$ cat src/rtl/mem_pkg.sv
// Shared types and helpers for the OTTER load/store port: access size, FSM
// state, byte-enable generation and load-data extension.
package mem_pkg;

  typedef enum logic [1:0] {
    MEM_BYTE = 2'd0,
    MEM_HALF = 2'd1,
    MEM_WORD = 2'd2
  } mem_size_t;

  typedef enum logic [1:0] {
    ST_IDLE    = 2'd0,
    ST_ISSUE   = 2'd1,
    ST_CAPTURE = 2'd2,
    ST_RESP    = 2'd3
  } state_t;

  function automatic logic [3:0] byte_en(input logic [1:0] size, input logic [1:0] off);
    case (size)
      MEM_BYTE: byte_en = 4'b0001 << off;
      MEM_HALF: byte_en = 4'b0011 << off;
      default:  byte_en = 4'b1111;
    endcase
  endfunction

  // Word loads are always aligned, so the shift is a no-op for them.
  function automatic logic [31:0] load_ext(input logic [31:0] word, input logic [1:0] size,
                                           input logic [1:0] off, input logic uns);
    logic [31:0] sh;
    sh = word >> {off, 3'b000};
    case (size)
      MEM_BYTE: load_ext = {{24{sh[7] & ~uns}}, sh[7:0]};
      MEM_HALF: load_ext = {{16{sh[15] & ~uns}}, sh[15:0]};
      default:  load_ext = sh;
    endcase
  endfunction

endpackage

$ cat src/rtl/mem_align.sv
// Combinational lane logic: store byte enables and replication, load
// alignment and extension.
module mem_align
  import mem_pkg::*;
(
  input  logic [1:0]  wr_size,
  input  logic [1:0]  wr_off,
  input  logic [31:0] wdata,
  output logic [3:0]  be,
  output logic [31:0] wdata_lane,
  input  logic [1:0]  rd_size,
  input  logic [1:0]  rd_off,
  input  logic        rd_uns,
  input  logic [31:0] rdata,
  output logic [31:0] rdata_ext
);

  assign be = byte_en(wr_size, wr_off);

  // Replicate the right-justified datum into every lane it may land in.
  for (genvar i = 0; i < 4; i++) begin : g_lane
    assign wdata_lane[8*i +: 8] = (wr_size == MEM_BYTE) ? wdata[7:0] :
                                  (wr_size == MEM_HALF) ? wdata[8*(i%2) +: 8] :
                                                          wdata[8*i +: 8];
  end

  assign rdata_ext = load_ext(rdata, rd_size, rd_off, rd_uns);

endmodule

$ cat src/rtl/mem_initiator.sv
// CPU-side load/store port for the OTTER block RAM: one request at a time,
// registered strobes, one-cycle registered RAM read captured and extended.
module mem_initiator
  import mem_pkg::*;
#(
  parameter int RAM_ADDR_WIDTH = 13,
  parameter int RAM_BUS_WIDTH  = 32
) (
  input  logic                      clk,
  input  logic                      rst_n,
  input  logic                      req_valid,
  output logic                      req_ready,
  input  logic                      req_we,
  input  logic [31:0]               req_addr,
  input  logic [1:0]                req_size,
  input  logic                      req_unsigned,
  input  logic [31:0]               req_wdata,
  output logic                      resp_valid,
  output logic [31:0]               resp_rdata,
  output logic                      resp_err,
  output logic                      mem_rd_n,
  output logic [3:0]                mem_we,
  output logic [RAM_ADDR_WIDTH-1:0] mem_addr,
  output logic [RAM_BUS_WIDTH-1:0]  mem_wdata,
  input  logic [RAM_BUS_WIDTH-1:0]  mem_rdata
);

  state_t     state;
  logic       r_we;
  logic       r_uns;
  logic [1:0] r_size;
  logic [1:0] r_off;

  logic        req_err;
  logic [3:0]  be;
  logic [31:0] wdata_lane;
  logic [31:0] rdata_ext;

  assign req_err = (req_size == 2'd3)
                || ((req_size == MEM_HALF) && req_addr[0])
                || ((req_size == MEM_WORD) && (req_addr[1:0] != 2'b00))
                || (|req_addr[31:RAM_ADDR_WIDTH+2]);

  mem_align u_align (
    .wr_size   (req_size),
    .wr_off    (req_addr[1:0]),
    .wdata     (req_wdata),
    .be        (be),
    .wdata_lane(wdata_lane),
    .rd_size   (r_size),
    .rd_off    (r_off),
    .rd_uns    (r_uns),
    .rdata     (mem_rdata),
    .rdata_ext (rdata_ext)
  );

  // Outputs are loaded on the edge that enters a state, so each strobe is
  // visible for exactly the cycle the FSM spends in ISSUE.
  always_ff @(posedge clk or negedge rst_n) begin
    if (!rst_n) begin
      state      <= ST_IDLE;
      req_ready  <= 1'b0;
      resp_valid <= 1'b0;
      resp_rdata <= '0;
      resp_err   <= 1'b0;
      mem_rd_n   <= 1'b1;
      mem_we     <= '0;
      mem_addr   <= '0;
      mem_wdata  <= '0;
      r_we       <= 1'b0;
      r_uns      <= 1'b0;
      r_size     <= '0;
      r_off      <= '0;
    end else begin
      resp_valid <= 1'b0;
      mem_rd_n   <= 1'b1;
      mem_we     <= '0;
      case (state)
        ST_IDLE: begin
          if (req_valid && req_ready) begin
            req_ready  <= 1'b0;
            r_we       <= req_we;
            r_uns      <= req_unsigned;
            r_size     <= req_size;
            r_off      <= req_addr[1:0];
            resp_rdata <= '0;
            resp_err   <= req_err;
            if (req_err) begin
              resp_valid <= 1'b1;
              state      <= ST_RESP;
            end else begin
              mem_addr <= req_addr[RAM_ADDR_WIDTH+1:2];
              if (req_we) begin
                mem_we    <= be;
                mem_wdata <= wdata_lane;
              end else begin
                mem_rd_n <= 1'b0;
              end
              state <= ST_ISSUE;
            end
          end else begin
            req_ready <= 1'b1;
          end
        end
        ST_ISSUE: begin
          if (r_we) begin
            resp_valid <= 1'b1;
            state      <= ST_RESP;
          end else begin
            state <= ST_CAPTURE;
          end
        end
        ST_CAPTURE: begin
          resp_rdata <= rdata_ext;
          resp_valid <= 1'b1;
          state      <= ST_RESP;
        end
        default: begin
          req_ready <= 1'b1;
          state     <= ST_IDLE;
        end
      endcase
    end
  end

endmodule

$ cat config.mk
export PLATFORM = sky130hd
export DESIGN_NAME = mem_initiator
export DESIGN_NICKNAME = d
export VERILOG_FILES = /design/src/rtl/mem_pkg.sv /design/src/rtl/mem_align.sv /design/src/rtl/mem_initiator.sv
export SDC_FILE = /design/constraint.sdc
export NUM_CORES = 1
export LEC_CHECK = 0
export ABC_AREA = 1
export CAP_MARGIN = 30
export CORE_MARGIN = 2
export CORE_UTILIZATION = 44
export DETAILED_ROUTE_END_ITERATION = 12
export PLACE_DENSITY = 0.8
export SYNTH_ARGS = -nofsm -noshare
export SYNTH_HDL_FRONTEND = slang
export SYNTH_SLANG_ARGS = --single-unit
$ cat constraint.sdc
create_clock -name clk -period 2.3 [get_ports clk]
set_clock_uncertainty 0.1 [all_clocks]
set_input_delay 0.46 -clock clk [delete_from_list [all_inputs] [get_ports clk]]
set_output_delay 0.46 -clock clk [all_outputs]
set_load 0.03 [all_outputs]
==> out/summary.md, run 1 <==
Route
- final wirelength: 15.6 mm
- total via count in the routed design: 5206
- remaining antenna violation count after routing: 0
- starting DRC count in detailed routing: 354
- DRT Pass-1 Iters: 5
- via-per-instance ratio: 5.21
- routed wire length per instance: 15.6 um
- DRC violations left: 0

Critical path
- Worst EP arrival: 1.55 ns
- Reg2Reg Capture Point: resp_rdata[18]$_DFFE_PN0P_
- maximum fanout count along the critical path: 1
- worst r2r path cells: 9
- worst-path cell chain: clkdlybuf4s50_1
- critical-path cell with the highest stage delay: clkdlybuf4s50_1
- Worst path max stage delay: 0.65 ns
- dominant delay contributor by cell family on the critical path: buffers and inverters
- number of buffers and inverters on the critical path: 1
- kind of launch point of the worst setup path: flip-flop
- Critical R2R Launch: state[0]$_DFFE_PN0P_
- category of the critical setup timing path: flip-flop to output port
- setup slack of the most critical reg-to-reg path: 0.36 ns
- crit end category: output port
- data required time of the worst path: 1.74 ns

Place
- final weighted congestion in routability-driven placement: 0.969
- post-placement worst setup slack: 0.110 ns
- Port-buffer cells: 187
- Detailed Place HPWL: 11.5 mm
- number of cells in the design after placement: 983

Power
- areal power density over the cells: 975 mW/mm2
- sw frac: 42.6%
- Gate power share: 48.9%
- relative contribution of the clock network to total power: 19.5%
- net switching power: 0.00297 W
- static leakage: 3.66 nW
- sequential group share of total power: 31.6%
- peak supply drop: 0.530 mV
- total internal power: 0.00400 W

Clocking
- Sinks on Clock Net: 93
- buffers inserted by post-CTS timing repair: 0
- root buf cell: clkbuf_8
- post-cts repair resize count: 0
- deepest level of the CTS H-tree: 3
- Bufs on Longest Clock Path: 2
- latest clock arrival within the worst-skew pair: 0.37 ns
- hold-fix buffers at CTS: 0
- clock tree from TritonCTS: done
- number of buffers created by CTS: 9
- Clock transition at path regs: 0.09 ns

Job
- max-cap violation count: 0

Final layout
- commonest cells after routing, fill and taps aside: nand2_1, clkdlybuf4s50_1, dfrtp_1, nand3_1, o21ai_0
- total area of multi-input combinational cells: 0.00222 mm2
- fin cells: 999
- Area growth syn-to-layout: 47.4%
- share of post-route cells with drive strength above 1: 6.29%
- diode insertion count for antenna repair: 0
- most common cell after layout, fill and taps aside: nand2_1
- number of inserted filler cells in the final layout: 933
- number of nets in the finished design: 961
- area occupied by registers: 0.00233 mm2

Floorplan
- starting density of the core: 44.9%
- vertical extent of the die: 109 um
- total I/O pin count: 188
- Die ar.: 0.0119 mm2
- standard cell core area: 0.0108 mm2
- Die W: 109 um
- standard-cell row count: 38

Timing
- remaining max-slew budget at the tightest pin: 56.7%
- Period Utilization, post-route: 91.5%
- timing-limited maximum frequency: 475 MHz
- final number of max-transition violations: 0
- total count of hold-check failures in the final report: 0
- final worst setup slack: 0.195 ns
- setup repair after global routing missed its margin: false
- worst-margin pin slew: 0.649 ns
- min cycle time layout: 2.11 ns
- Final setup viols: 0
- Setup Total Neg Slack: 0 ns

Yosys
- dominant cell type by area after synthesis: dfrtp_1
- Synth Cell Area: 0.00485 mm2
- Mapped Avg Cell Area: 7.18 um2
- Seq/Total Area, Yosys: 48.0%
- Yosys top cell area share: 47.5%
- number of distinct standard cells referenced by the synthesized netlist: 24
- synthesized flop and latch total: 93
- Post-Syn Instances: 675
- cell types with the largest area share after synthesis: dfrtp_1, nand2_1, nand3_1
- Syn. warnings: 0
- post-synth net total: 782

Global route
- overall global routing resource usage: 27.0%
- first-pass GRT wire length: 24.6 mm
- via count of the first global-routing pass: 5082
- pin count of the biggest net entering global routing: 48
- final global-route overflow total: 0
- initial antenna violation count: 0

Worst hold path
- worst hold path class: input pin to asynchronous set/reset pin

Status
- status: complete, no violations

-- synthesized netlist by cell type --
cell / count
o21ai_1: 3
buf_4: 3
nand2_4: 1
nor2_2: 3
inv_1: 22
nand4_2: 1
inv_2: 5
nand2_1: 336
o21ai_0: 37
nand2_2: 1
nor2_1: 28
a31oi_1: 7
clkbuf_1: 21
ha_1: 4
buf_2: 12
nor2_8: 1
dfstp_2: 1
nand3_2: 3
nor2_4: 1
a21oi_2: 1
buf_6: 3
dfrtp_1: 92
a21oi_1: 21
nand3_1: 68
-- cell families (layout without fill, tap and decap cells) --
| family | count (synthesis) | count (layout) | synth area share [%] |
|---|---|---|---|
| DFF | 93 | 93 | 48.0 |
| adders and majority gates | 4 | 4 | 1.03 |
| buffers and inverters | 66 | 250 | 6.11 |
| and+or+nand+nor | 443 | 443 | 37.5 |
| AOI/OAI and AO/OA | 69 | 69 | 7.38 |
-- per-stage QoR --
step / instance area, um2 / total power [W] / hold WS, ns / utilization, %
floorplan: 4850 / 0.00440 / 0.0644 / -
global placement: 6900 / 0.00556 / 0.361 / 63.9
detailed placement: 6900 / 0.00564 / 0.364 / 63.9
CTS: 7150 / 0.00699 / 0.0184 / 66.2
global route: 7150 / 0.00746 / 0.0498 / 66.2
finish: 7150 / 0.00697 / 0.00140 / 66.2
-- final cells by class --
cell class / instances / share of cell area, %
flip-flops and latches: 93 / 32.6
well taps: 140 / 2.45
repair buffers: 207 / 29.0
clock inverters: 5 / 1.49
inverters: 27 / 1.42
clock buffers: 11 / 1.98
multi-input cells: 516 / 31.1
-- power by group through the flow --
stage	logic [W]	clock network [W]	registers, W
2_1_floorplan	0.00175	0	0.00265
3_5_place_dp	0.00340	0	0.00223
6_report	0.00340	0.00136	0.00220
4_1_cts	0.00342	0.00138	0.00220
3_3_place_gp	0.00333	0	0.00222
5_1_grt	0.00377	0.00145	0.00224
-- how the worst max path moves through the flow --
| stage | cells past startpoint | end | start | slack, ns |
|---|---|---|---|---|
| after floorplan | 10 | resp_rdata[2]$_DFFE_PN0P_ | state[0]$_DFFE_PN0P_ | 0.57 |
| after global routing | 1 | mem_rd_n | mem_rd_n$_DFF_PN1_ | 0.14 |
| after detailed placement | 9 | mem_addr[12]$_DFFE_PN0P_ | req_size[1] | 0.11 |
| after CTS | 1 | mem_rd_n | mem_rd_n$_DFF_PN1_ | 0.18 |
| after global placement | 9 | mem_addr[1]$_DFFE_PN0P_ | req_size[1] | 0.16 |
| final | 1 | mem_rd_n | mem_rd_n$_DFF_PN1_ | 0.19 |
-- sequential cells by signal, indices dropped and copies added (netlist names) --
register    cells
resp_err        1
r_off           2
mem_we          4
r_size          2
r_we            1
r_uns           1
mem_addr       13
req_ready       1
resp_valid      1
mem_wdata      32
state           2
mem_rd_n        1
resp_rdata     32
-- layer usage --
metal	vias to the layer above	wire (um)	track usage, %
met5	-	0	0
met4	0	390	10.9
met3	29	1510	5.26
met2	290	7380	44.4
met1	2407	6310	35.1
li1	2480	-	-
Power figures use the tool's default switching activity.
==> inputs of run 2 (changes only) <==
--- a/config.mk
+++ b/config.mk
@@ -6,7 +6,7 @@
 export NUM_CORES = 1
 export LEC_CHECK = 0
 export ABC_AREA = 1
-export CAP_MARGIN = 30
+export CAP_MARGIN = 20
 export CORE_MARGIN = 2
 export CORE_UTILIZATION = 44
 export DETAILED_ROUTE_END_ITERATION = 12
@@ -14,3 +14,4 @@
 export SYNTH_ARGS = -nofsm -noshare
 export SYNTH_HDL_FRONTEND = slang
 export SYNTH_SLANG_ARGS = --single-unit
+export TNS_END_PERCENT = 30
==> results of run 2 <==
No change in the layout: final DEF, timing and power equal those of run 1.
